==> src/rtl/square_seq.sv <==
// ============================================================================
// Module  : square_seq
// Purpose : Sequential shift-add squarer, Q = X*X saturated to C_OW bits,
//           with a delay tag advanced by the fixed result latency.
// Revision: 1.0 - initial release
// ============================================================================
`default_nettype none

module square_seq #(
    parameter int C_W   = 12,
    parameter int C_OW  = 23,
    parameter int C_RDX = 1
) (
    input  logic             CK_i,
    input  logic             XARST_i,
    input  logic             STB_i,
    input  logic [C_W-1:0]   DATs_i,
    input  logic [7:0]       B_IN_DAT_DLYs_i,
    output logic             RDY_o,
    output logic             VLD_o,
    output logic [C_OW-1:0]  QQs_o,
    output logic             SAT_o,
    output logic             DROP_o,
    output logic [7:0]       B_OUT_DAT_DLYs_o
);

    localparam int N  = C_W / C_RDX;
    localparam int AW = 2 * C_W;
    localparam int MW = C_W + C_RDX;
    localparam int CW = (N > 1) ? $clog2(N) : 1;
    localparam int XW = (C_W > 1) ? $clog2(C_W) : 1;
    localparam int SW = $clog2(AW);
    localparam logic [7:0]    LAT  = 8'(N + 1);
    localparam logic [CW-1:0] LAST = CW'(N - 1);

    typedef enum logic [1:0] {
        S_IDLE = 2'd0,
        S_CALC = 2'd1,
        S_DONE = 2'd2
    } state_t;

    state_t          state;
    logic [C_W-1:0]  x_reg;
    logic [7:0]      tag_reg;
    logic [AW-1:0]   acc;
    logic [CW-1:0]   cnt;

    logic [XW-1:0]    dig_lsb;
    logic [SW-1:0]    shift_amt;
    logic [C_RDX-1:0] digit;
    logic [MW-1:0]    mul;
    logic [AW-1:0]    partial;
    logic [AW-1:0]    acc_next;
    logic             sat_next;

    // One radix-2^C_RDX digit of X per cycle, weighted by its bit position.
    assign dig_lsb   = XW'(cnt) * XW'(C_RDX);
    assign shift_amt = SW'(dig_lsb);
    assign digit     = x_reg[dig_lsb +: C_RDX];
    assign mul       = MW'(x_reg) * MW'(digit);
    assign partial   = AW'(mul) << shift_amt;
    assign acc_next  = acc + partial;
    assign sat_next  = (acc_next >> C_OW) != '0;

    always_ff @(posedge CK_i or negedge XARST_i) begin
        if (!XARST_i) begin
            state            <= S_IDLE;
            RDY_o            <= 1'b1;
            VLD_o            <= 1'b0;
            QQs_o            <= '0;
            SAT_o            <= 1'b0;
            DROP_o           <= 1'b0;
            B_OUT_DAT_DLYs_o <= '0;
            x_reg            <= '0;
            tag_reg          <= '0;
            acc              <= '0;
            cnt              <= '0;
        end else begin
            VLD_o  <= 1'b0;
            DROP_o <= 1'b0;
            case (state)
                S_IDLE, S_DONE: begin
                    if (STB_i) begin
                        x_reg   <= DATs_i;
                        tag_reg <= B_IN_DAT_DLYs_i;
                        acc     <= '0;
                        cnt     <= '0;
                        state   <= S_CALC;
                        RDY_o   <= 1'b0;
                    end else begin
                        state   <= S_IDLE;
                        RDY_o   <= 1'b1;
                    end
                end
                S_CALC: begin
                    // Strobes arriving mid-computation are lost, only flagged.
                    DROP_o <= STB_i;
                    acc    <= acc_next;
                    if (cnt == LAST) begin
                        state            <= S_DONE;
                        RDY_o            <= 1'b1;
                        VLD_o            <= 1'b1;
                        QQs_o            <= sat_next ? {C_OW{1'b1}} : acc_next[C_OW-1:0];
                        SAT_o            <= sat_next;
                        B_OUT_DAT_DLYs_o <= tag_reg + LAT;
                    end else begin
                        cnt <= cnt + CW'(1);
                    end
                end
                default: begin
                    state <= S_IDLE;
                    RDY_o <= 1'b1;
                end
            endcase
        end
    end

endmodule

`default_nettype wire

==> config.mk <==
export PLATFORM = sky130hd
export DESIGN_NAME = square_seq
export DESIGN_NICKNAME = d
export VERILOG_FILES = /design/src/rtl/square_seq.sv
export SDC_FILE = /design/constraint.sdc
export NUM_CORES = 1
export LEC_CHECK = 0
export ABC_CLOCK_PERIOD_IN_PS = 10700
export BUFFER_PORTS_ARGS = -buffer_cell sky130_fd_sc_hd__buf_4
export CAP_MARGIN = 25
export CELL_PAD_IN_SITES_DETAIL_PLACEMENT = 0
export CELL_PAD_IN_SITES_GLOBAL_PLACEMENT = 1
export CORE_MARGIN = 8
export CORE_UTILIZATION = 49
export CTS_CLUSTER_SIZE = 10
export DETAILED_ROUTE_END_ITERATION = 16
export PLACE_DENSITY = 0.93
export SETUP_SLACK_MARGIN = 0.5
export SKIP_LAST_GASP = 1
export SYNTH_ARGS = -nofsm -noshare
export SYNTH_HDL_FRONTEND = slang
export SYNTH_SLANG_ARGS = --single-unit
==> constraint.sdc <==
create_clock -name CK_i -period 10.7 [get_ports CK_i]
set_clock_uncertainty 0.05 [all_clocks]
set_input_delay 0.535 -clock CK_i [delete_from_list [all_inputs] [get_ports CK_i]]
set_output_delay 0.535 -clock CK_i [all_outputs]
set_load 0.02 [all_outputs]
# Word level (Yosys, flattened, before mapping)
# Index checks and enable logic that the tools add are counted.
[word_totals]
ff_bits = 85
latch_bits = 0
ramBits = 0
mem_bits_ro = 0
inputBits = 23
output_inout_bits = 35
mem_count = 0
[op_classes]
n_addsub = 3
multipliers = 1
n_div = 0
n_lt_le_gt_ge = 0
n_eq_ne = 6
n_shift = 2
muxes = 15
bitwise_logic = 0
n_reduce_logical = 7
[op_table]
columns = ["operator", "count"]
rows = [
  ["$pmux W24 S2", 1],
  ["$add A24 B24 Y24", 1],
  ["$mux W24", 1],
  ["$shl A13 B4 Y24", 1],
  ["$mux W23", 1],
  ["$mul A12 B1 Y13", 1],
  ["$shiftx A12 B5 Y1", 1],
  ["$add A8 B4 Y8 const B", 1],
  ["$mux W4", 2],
  ["$pmux W4 S2", 1],
  ["$mux W1", 6],
  ["$ne A2 B2 Y1 const B", 3],
  ["$reduce_and A2 Y1", 3],
  ["$add A4 B1 Y4 const B", 1],
  ["$eq A4 B4 Y1 const B", 1],
  ["$pmux W2 S2", 1],
  ["$reduce_and A3 Y1", 1],
  ["$eq A2 B1 Y1 const B", 1],
  ["$eq A2 B2 Y1 const B", 1],
  ["$logic_not A2 Y1", 1],
  ["$mux W2", 1],
  ["$pmux W1 S2", 1],
  ["$reduce_bool A2 Y1", 1],
  ["$reduce_or A2 Y1", 1],
]

# Depth between registers and ports, before layout
# Gate-level depths: netlist of run 1.
[depth]
depth_word = 5
ltp_mapped = 20

# Worst setup path before layout of run 1
# Ideal clock, no wire load.
[synth_path]
path_type = "register -> register"
start = "register cnt[0]"
end = "register QQs_o[10]"
setup_time_ps = 121
arrival_ps = 3850
required_ps = 10529
slack_ps = 6679
path_stages_with_launch = 18
n_path_buf = 3
synth_period_minus_slack_ps = 4021
cell_sequence = "dfrtp_1 -> buf_2 -> mux4_2 -> a21oi_2 -> buf_2 -> a211oi_1 -> a211oi_1 -> a21oi_1 -> ha_1 -> and4_2 -> nand3_1 -> or3b_4 -> a31oi_4 -> nor2_2 -> xnor2_2 -> nand2b_4 -> buf_6 -> o22a_1"
[synth_between]
elab_chain_cells = 5
elab_cells_between_ends = 7
[synth_rtl]
columns = ["element", "line", "text"]
rows = [
  ["from (decl)", "46", "logic [CW-1:0] cnt;"],
  ["from (signal assigned)", "107", "cnt <= cnt + CW'(1);"],
  ["$shiftx A12 B5 Y1", "59", "assign digit = x_reg[dig_lsb +: C_RDX];"],
  ["$mul A12 B1 Y13", "60", "assign mul = MW'(x_reg) * MW'(digit);"],
  ["$shl A13 B4 Y24", "61", "assign partial = AW'(mul) << shift_amt;"],
  ["$add A24 B24 Y24", "62", "assign acc_next = acc + partial;"],
  ["$mux W23", "103", "QQs_o <= sat_next ? {C_OW{1'b1}} : acc_next[C_OW-1:0];"],
  ["to (signal assigned)", "103", ""],
  ["to (decl)", "21", "output logic [C_OW-1:0] QQs_o,"],
]
# Several ways; a longest one is shown, not always the timed one.
# A chain may end at the register's enable or synchronous reset.

# Worst setup path after layout of run 1
[layout_path]
start = "register cnt[0]"
end = "register QQs_o[0]"
# Same word-level chain as after synthesis.

==> out/qor.txt, run 1 <==
status = finished clean
sequential share of power = 0.303
Iter 0 DRT Violations = 258
Sw Share = 0.458
EDFF count, synth = 0
DIE HEIGHT = 118 µm
Final Cycle Share = 0.481
Slew headroom = 0.405
non-filler cells, final = 723
die area = 0.0139 mm²
Starting Density = 0.498
post-synthesis net count = 586
hold buffers post-CTS = 0
sequential area share after synthesis = 0.420
CP max-delay cell = dfrtp_1
CTS max path bufs = 2
share of cells above drive strength 1 = 0.170
nets@finish = 632
Critical Path Source Type = flip-flop
first-pass GRT wire length = 20.6 mm
Detail Placement HPWL = 8.96 mm
peak supply drop = 176 µV
commonest cells after routing, fill and taps aside = nand2_1, dfrtp_1, buf_4
R2R cell count = 17
Synth cell types = 62
IO buf count = 57
Clk network pwr share = 0.108
crit path DAT = 5360 ps
CP top delay family = simple AND/OR/NAND/NOR gates
# DRC = 0
vias in the first global route = 4,167
GRT overflow = 0
final antenna-violating net count = 0
placed cell count = 706
#FFs+latches synth = 85
clk sinks = 85
DP Worst Slack = 5530 ps
Routed WL = 11.9 mm
most common cell after layout, fill and taps aside = nand2_1
ys async rst share = 1.00
Main synth FF type = dfrtp_1
per-cell routed wire length = 16.4 µm
H-tree depth = 3
# Post-CTS Setup Buffers = 0
Hold WC Path Type = input pin to async pin
number of max-cap violations = 0
die width = 118 µm
RSZ-0062 raised after global routing = false
cell count along the critical path = 17
Syn Inst Count = 536
CP cell instances = mux4_2 -> mux2i_1 -> nor2_1 -> a21oi_2 -> or2_2 -> nor2_1 -> a21oi_1 -> a21oi_1 -> ha_1 -> and4_2 -> nand3_1 -> or3b_4 -> a31oi_4 -> nor2_2 -> xnor2_2 -> nand2b_4 -> o22a_1
CP required = 10,920 ps
CTS resizes = 0
TritonCTS buffer count = 9
FP Rows = 37
P_int = 1.12 mW
max reg flops = 24
crit-path max cell delay = 940 ps
Layout fillers = 905
setup TNS = 0 ps
clock insertion delay at the later pin of the skew report = 390 ps
Net Switching = 0.944 mW
area grow syn2layout = 14.2%
area of the multi-input gates = 0.00278 mm²
PnR worst setup slack = 5560 ps
CP max FO = 22
Max Fclk = 0.194 GHz
routed vias/inst = 5.56
TritonCTS clock tree = yes
io pins = 58
Leak Pwr = 2.76 nW
utilization after layout = 0.569
initial antenna violation count = 0
DR pass1 iterations = 4
Post-Syn Area per Cell = 9.46 µm²
antenna cells = 0
CP Capture Type = flip-flop
flop2flop setup slack = 5560 ps
Clock transition at path regs = 90 ps
CP Class = flip-flop to flip-flop
Total GRT Usage = 0.181
synthesis warning total = 0
Max Slew Vio Count = 0
Worst Tran Pin Value = 893 ps
Root Buffer = clkbuf_8
Synth Cell Area = 0.00507 mm²
total number of vias = 4,020
GPL Wtd Cong = 0.909
Combinational Power Share = 0.589
final setup vio count = 0
Power Density = 356 mW/mm²
register cell area after layout = 0.00213 mm²
largest net degree at the start of global routing = 56
Fin. Hold Viols = 0
Worst Path Buf+Inv = 0
min Tclk post-route = 5140 ps
core area = 0.0102 mm²
[area by class of cell]
type | instances | area share
Sequential cell | 85 | 0.367
Timing Repair Buffer | 62 | 0.0838
Inverter | 10 | 0.00648
Multi-Input combinational cell | 414 | 0.480
Clock inverter | 6 | 0.00886
Tap cell | 136 | 0.0294
Clock buffer | 10 | 0.0238
[logic make-up (layout without fill, tap and decap cells)]
kind of cell	Yosys count	count (layout)	synth area share
and+or+nand+nor	201	201	0.185
AOI/OAI and AO/OA	141	141	0.203
DFF	85	85	0.420
buffers and inverters	37	88	0.0316
adders and majority gates	27	27	0.0681
xor gates and xnor gates	25	25	0.0447
muxes	20	20	0.0479
[path summary, 6_finish.rpt]
check,from,to
min in group CK_i,B_IN_DAT_DLYs_i[3],tag_reg[3]
min,XARST_i,QQs_o[10]
max reg2reg,cnt[0],QQs_o[0]
max,cnt[0],QQs_o[0]
max in group asynchronous,XARST_i,QQs_o[22]
min reg2reg,B_OUT_DAT_DLYs_o[1],B_OUT_DAT_DLYs_o[1]
[synthesized netlist by cell type, types with 3 or more instances]
| cell | instances | area share |
|---|---|---|
| nand2_1 | 90 | 0.067 |
| and2_1 | 6 | 0.0074 |
| nand3_1 | 17 | 0.017 |
| a21oi_1 | 26 | 0.026 |
| a21o_1 | 7 | 0.010 |
| nor2b_1 | 9 | 0.011 |
| nand3b_1 | 3 | 0.0044 |
| ha_1 | 26 | 0.064 |
| xnor2_1 | 12 | 0.021 |
| xor2_1 | 12 | 0.021 |
| a211oi_1 | 10 | 0.015 |
| o22ai_1 | 4 | 0.0049 |
| nand2b_1 | 11 | 0.014 |
| mux4_2 | 3 | 0.013 |
| mux2i_1 | 13 | 0.026 |
| o21a_1 | 5 | 0.0074 |
| o22a_1 | 21 | 0.036 |
| o21ai_0 | 22 | 0.022 |
| inv_1 | 10 | 0.0074 |
| or2_2 | 3 | 0.0037 |
| nor2_1 | 40 | 0.030 |
| buf_2 | 5 | 0.0049 |
| mux2_2 | 4 | 0.0089 |
| nor3_1 | 5 | 0.0049 |
| dfrtp_1 | 84 | 0.41 |
| a22o_1 | 23 | 0.040 |
| and4_1 | 3 | 0.0052 |
| clkbuf_1 | 19 | 0.014 |
[metrics by stage]
stage	cell area (µm²)	hold WS (ps)	total power, mW
detailed placement	5580	423	1.85
CTS	5770	18.6	2.08
floorplan	5070	189	1.52
global route	5790	37.6	2.25
global placement	5580	412	1.81
finish	5790	23.6	2.06
[power by group through the flow]
| stage | Sequential, mW | Clock (mW) | Combinational, mW |
|---|---|---|---|
| after detailed placement | 0.630 | 0 | 1.22 |
| after global placement | 0.621 | 0 | 1.19 |
| after CTS | 0.625 | 0.230 | 1.22 |
| after floorplan | 0.626 | 0 | 0.890 |
| after global routing | 0.650 | 0.244 | 1.36 |
| final | 0.624 | 0.223 | 1.21 |
[metal layers]
metal  part of all wire  GRT usage
met2               0.48      0.288
met1               0.46      0.234
met5                  0          0
met3              0.041     0.0398
met4              0.018     0.0753
Power figures use the tool's default switching activity.
==> run 2: changes to the inputs <==
ABC_AREA = 1   (was not set)
ABC_CLOCK_PERIOD_IN_PS = 4300   (was 10700)
CORE_UTILIZATION = 39   (was 49)
PLACE_DENSITY = 0.85   (was 0.93)
clock period = 4.3 ns   (was 10.7 ns; I/O delays follow)
==> out/qor.txt, run 2 <==
crit-path max cell delay = 460 ps (-480 ps)
Synth cell types = 39 (-37%)
RSZ-0062 raised after global routing = true
Root Buffer = clkbuf_16
FP Rows = 44 (+19%)
Main synth FF type = dfrtp_1
GPL Wtd Cong = 0.883 (-2.8%)
clk sinks = 85 (unchanged)
setup TNS = 0 ps (unchanged)
Synth area leaders = dfrtp_1, nand2_1, ha_1
Layout fillers = 1,480 (+64%)
status = finished clean
number of max-cap violations = 0 (unchanged)
total number of vias = 5,427 (+35%)
die width = 138 µm (+17%)
H-tree depth = 3 (unchanged)
most common cell after layout, fill and taps aside = nand2_1
Yosys top cell by area = dfrtp_1
EDFF count, synth = 0 (unchanged)
Synth Cell Area = 0.00576 mm² (+14%)
HP Start = B_IN_DAT_DLYs_i[4]
initial antenna violation count = 0 (unchanged)
ys async rst share = 1.00 (unchanged)
Worst Path Buf+Inv = 3 (+3)
peak supply drop = 401 µV (+130%)
Detail Placement HPWL = 12.3 mm (+37%)
Total GRT Usage = 0.176 (-0.00477)
Max Fclk = 0.286 GHz (+47%)
antenna cells = 0 (unchanged)
Iter 0 DRT Violations = 355 (+38%)
CP Capture Type = flip-flop
GRT overflow = 0 (unchanged)
TritonCTS clock tree = yes
vias in the first global route = 5,208 (+25%)
Routed WL = 16.2 mm (+36%)
io pins = 58 (unchanged)
utilization after layout = 0.470 (-0.0988)
DIE HEIGHT = 138 µm (+17%)
reg-to-reg endpoint = QQs_o[14]
CP required = 4480 ps (-6440 ps)
Power Density = 965 mW/mm² (+170%)
#FFs+latches synth = 85 (unchanged)
final antenna-violating net count = 0 (unchanged)
Critical Path Source Type = flip-flop
TritonCTS buffer count = 9 (unchanged)
top-count cell post-synth = nand2_1
flop2flop setup slack = 800 ps (-4760 ps)
final setup vio count = 0 (unchanged)
first-pass GRT wire length = 26.3 mm (+28%)
share of cells above drive strength 1 = 0.172 (+0.00155)
CTS max path bufs = 2 (unchanged)
Max Slew Vio Count = 0 (unchanged)
Hold Path End = tag_reg[4]
Fin. Hold Viols = 0 (unchanged)
CP max FO = 18 (-18%)
per-cell routed wire length = 15.0 µm (-8.3%)
commonest cells after routing, fill and taps aside = nand2_1, dfrtp_1, buf_4
Syn Inst Count = 821 (+53%)
max reg flops = 24 (unchanged)
post-synthesis net count = 871 (+49%)
min Tclk post-route = 3500 ps (-1640 ps)
largest net degree at the start of global routing = 44 (-21%)
Worst Tran Pin Value = 821 ps (-72.2 ps)
CP max-delay cell = dfrtp_2
CP top delay family = simple AND/OR/NAND/NOR gates
r2r startpoint = cnt[0]
# DRC = 0 (unchanged)
Final Cycle Share = 0.814 (+0.334)
cell mode on critical path = nand2_1
Hold WC Path Type = input pin to flip-flop
Slew headroom = 0.452 (+0.0475)
Post-Syn Area per Cell = 7.02 µm² (-26%)
hold depth = 3
IO buf count = 57 (unchanged)
Clock transition at path regs = 70 ps (-20 ps)
Starting Density = 0.398 (-0.0999)
DR pass1 iterations = 5 (+1)
CP Class = flip-flop to flip-flop
sequential area share after synthesis = 0.369 (-0.0504)
area grow syn2layout = 18.1%
die area = 0.0189 mm² (+37%)
Leak Pwr = 3.59 nW (+30%)
R2R cell count = 26 (+9)
crit path DAT = 3690 ps (-1670 ps)
top cells by count, synth = nand2_1, dfrtp_1, nand3_1
core area = 0.0145 mm² (+42%)
top cell type's share of synthesized area = 0.365 (-0.0498)
synthesis warning total = 0 (unchanged)
routed vias/inst = 5.05 (-9.1%)
clock insertion delay at the later pin of the skew report = 350 ps (-40 ps)
nets@finish = 935 (+48%)
==> run 2: cells by family (layout without fill, tap and decap cells) <==
| kind of cell | Yosys count | in the layout | synth area share |
|---|---|---|---|
| flops | 85 | 85 | 0.369 |
| buf+inv | 87 | 155 | 0.0686 |
| simple gates | 515 | 516 | 0.393 |
| xor+xnor | 18 | 18 | 0.0274 |
| fa+ha+maj | 27 | 27 | 0.0599 |
| compound gates | 89 | 89 | 0.0818 |
==> run 2: stage by stage <==
stage                     hold slack, ps  instance area (µm²)  worst slack [ps]  power, mW  instances
after detailed placement             184                 6350               277       5.54       1047
after CTS                           5.23                 6650               544       6.35       1064
after global routing                25.8                 6810               462       7.15       1074
final                               15.6                 6810               798       6.57       1074
after global placement               183                 6350               332       5.52       1047
after floorplan                     -131                 5760              1330       4.37        821
==> run 2: power by group <==
| group | leakage [nW] | internal (mW) | switching, mW | total, mW |
|---|---|---|---|---|
| logic | 2.42 | 1.52 | 2.81 | 4.32 |
| registers | 1.03 | 1.20 | 0.278 | 1.48 |
| clock network | 0.143 | 0.402 | 0.357 | 0.759 |
| total | 3.59 | 3.12 | 3.44 | 6.57 |
==> run 2: worst max path at each step <==
| stage | cells after the start | endpoint | from | slack, ps |
|---|---|---|---|---|
| 2_1_floorplan | 23 | QQs_o[6] | cnt[0] | 1330 |
| 3_3_place_gp | 27 | QQs_o[15] | cnt[0] | 330 |
| 3_5_place_dp | 27 | QQs_o[5] | cnt[0] | 280 |
| 4_1_cts | 27 | QQs_o[14] | cnt[0] | 540 |
| 5_1_grt | 26 | QQs_o[14] | cnt[0] | 460 |
| 6_report | 26 | QQs_o[14] | cnt[0] | 800 |
==> run 2: routing by layer <==
metal | vias to the layer above | track usage | part of all wire
li1 | 2777 | - | -
met1 | 2508 | 0.254 | 0.50
met2 | 126 | 0.259 | 0.43
met3 | 16 | 0.0277 | 0.046
met4 | 0 | 0.0664 | 0.017
met5 | - | 0 | 0
==> run 2: worst reg2reg max path, stage by stage, from the launching register on <==
cell	delay [ps]
dfrtp_2	460
inv_4	150
nand2_1	90
nand2_1	70
nand2_1	40
nand2_1	50
inv_1	30
nand2_1	60
nand2_2	60
nand2_4	60
buf_6	190
nand3_2	110
nand3_2	90
nand2_1	50
nor2_1	270
ha_1	270
nand2_1	180
nor2_1	170
nand2_1	70
o211ai_1	200
nand3_1	160
nand2_1	100
nand2_1	50
nand2_1	160
nand2_1	80
nand2_1	70
nand2_1	50
==> run 2: what timing repair did <==
item,CTS,global route
hold buffers,1,0
hold endpoints to repair,41,0
pin swaps,0,3
gates cloned,0,1
buffers inserted,0,9
resized for setup,4,17
setup endpoints to repair,28,40
==> run 2: layout make-up <==
cell class                      count  area [µm²]  area share
Clock buffer                        9         225      0.0331
Clock inverter                      7        56.3     0.00827
Inverter                           59         225      0.0331
Multi-Input combinational cell    650        3330       0.489
Sequential cell                    85        2130       0.313
Tap cell                          184         230      0.0338
Timing Repair Buffer               80         608      0.0894
==> run 3: changes to the inputs <==
ABC_AREA = 0   (was 1)
ABC_CLOCK_PERIOD_IN_PS = 2950   (was 4300)
CORE_UTILIZATION = 41   (was 39)
PLACE_DENSITY = 0.84   (was 0.85)
clock period = 2.95 ns   (was 4.3 ns; I/O delays follow)
==> out/qor.txt, run 3 (synthesis gave the netlist of run 1 again) <==
die width = 127 µm (-7.5%)
die area = 0.0162 mm² (-14%)
clock insertion delay at the later pin of the skew report = 360 ps (about the same)
clk sinks = 85 (unchanged)
post-route cell area = 0.00718 mm² (+5.5%)
max reg flops = 24 (unchanged)
initial antenna violation count = 0 (unchanged)
nets@finish = 760 (-19%)
Total GRT Usage = 0.178 (+0.00110)
final setup vio count = 44 (+44)
Slew headroom = 0.450 (-0.00281)
IO buf count = 57 (unchanged)
crit path DAT = 4330 ps (+640 ps)
TritonCTS buffer count = 9 (unchanged)
non-filler cells, final = 883 (-18%)
final antenna-violating net count = 0 (unchanged)
CP Capture Type = flip-flop
r2r startpoint = cnt[0]
area grow syn2layout = 41.5%
Fin. Hold Viols = 0 (unchanged)
Worst Tran Pin Value = 826 ps (+5.12 ps)
commonest cells after routing, fill and taps aside = buf_4, nand2_1, dfrtp_1
first-pass GRT wire length = 23.3 mm (-12%)
DIE HEIGHT = 127 µm (-7.5%)
# DRC = 0 (unchanged)
Root Buffer = clkbuf_16
routed vias/inst = 5.24 (+3.7%)
Leak Pwr = 3.43 nW (-4.5%)
GPL Wtd Cong = 0.924 (+4.6%)
H-tree depth = 3 (unchanged)
DR pass1 iterations = 5 (unchanged)
placed cell count = 831 (-21%)
Critical Path Source Type = flip-flop
status = finished with violations
largest net degree at the start of global routing = 86 (+95%)
Routed WL = 13.8 mm (-15%)
placed cell area = 0.00639 mm² (+0.75%)
number of max-cap violations = 0 (unchanged)
peak supply drop = 586 µV (+46%)
utilization after layout = 0.595 (+0.125)
FP Rows = 40 (-9.1%)
Iter 0 DRT Violations = 288 (-19%)
total number of vias = 4,628 (-15%)
CP startpoint = cnt[0]
CP required = 3130 ps (-1350 ps)
TritonCTS clock tree = yes
Hold WC Path Type = input pin to async pin
Detail Placement HPWL = 9.66 mm (-21%)
antenna cells = 0 (unchanged)
core area = 0.0121 mm² (-17%)
failing checks = setup timing
CP Class = flip-flop to flip-flop
Max Fclk = 0.241 GHz (-15%)
CTS max path bufs = 2 (unchanged)
min Tclk post-route = 4140 ps (+641 ps)
RSZ-0062 raised after global routing = true
most common cell after layout, fill and taps aside = buf_4
Max Slew Vio Count = 0 (unchanged)
Power Density = 1310 mW/mm² (+36%)
GRT overflow = 0 (unchanged)
CP max FO = 13 (-5)
Clock transition at path regs = 70 ps (about the same)
Final Total Pwr = 9.38 mW (+43%)
PnR worst setup slack = -1190 ps (-1990 ps)
share of cells above drive strength 1 = 0.337 (+0.165)
io pins = 58 (unchanged)
Starting Density = 0.420 (+0.0224)
per-cell routed wire length = 15.6 µm (+3.6%)
vias in the first global route = 4,830 (-7.3%)
setup TNS = -43,010 ps (-43,010 ps)
Final Cycle Share = 1.40 (+0.590)
## run 3: changes by cell type in the layout (fill, tap and decap cells not counted), moves of 12 or more
cell           previous run  this run
inv_1                    52         7
nand3_2                  25         0
o22a_1                    0        21
a22o_1                    0        23
buf_4                    76       163
dlygate4sd3_1             1        22
mux2i_1                   0        12
o21ai_0                  48        15
nand3_1                  57        17
nand2_1                 351        89
## run 3: repair_timing
item / in CTS / in global routing
setup buffers: 6 / 4
setup endpoints to repair: 48 / 49
hold buffers: 22 / 0
gates resized for setup: 17 / 13
pin swaps: 8 / 2
endpoints found under the hold margin: 105 / 0
cloned: 3 / 0
## run 3: final timing paths
path / endpoint / slack [ps] / depth (start not counted)
min in group CK_i: B_OUT_DAT_DLYs_o[6] / 440 / 2
hold / removal: acc[9] / 180 / 2
setup / recovery: QQs_o[4] / -1190 / 19
hold reg to reg: B_OUT_DAT_DLYs_o[6] / 440 / 2
setup reg to reg: QQs_o[4] / -1190 / 19
max in group asynchronous: RDY_o / 2030 / 3
## run 3: power breakdown
group	internal [mW]	total, mW	switching (mW)
Sequential	1.71	2.08	0.365
Clock	0.587	1.09	0.503
Combinational	3.15	6.22	3.07
Total	5.44	9.38	3.94
## run 3: worst max-delay path: stages, from the launching register on
cell,delay [ps]
dfrtp_1,420
mux4_2,360
mux2i_2,70
nor2_1,110
a21oi_2,60
buf_12,150
a211oi_1,400
mux2i_1,140
o22ai_1,350
ha_1,350
a21oi_1,190
nor2b_1,90
o31ai_2,220
buf_4,180
a31oi_4,100
nor2_4,150
xnor2_2,90
buf_4,140
nand2b_4,190
o22a_1,190
## run 3: layout make-up
cell class              instances  area (µm²)
clock buffers                  10         229
clock inverters                 6        53.8
fillers                      1003        4880
inverters                      10        41.3
multi-input cells             417        3020
flip-flops and latches         85        2130
well taps                     168         210
repair buffers                187        1490
## run 3: per-layer routing
layer  vias up  track usage  routed length (µm)
met5         -            0                   0
met4         0       0.0560                 149
met3        13       0.0428                 628
met2       107        0.309                6970
met1      2234        0.211                6010
li1       2274            -                   -
## run 3: metrics by stage
stage / hold slack, ps / setup slack, ps
global placement: 289 / -1090
floorplan: -198 / -905
global route: 216 / -1390
CTS: 443 / -1180
detailed placement: 289 / -1230
finish: 180 / -1190
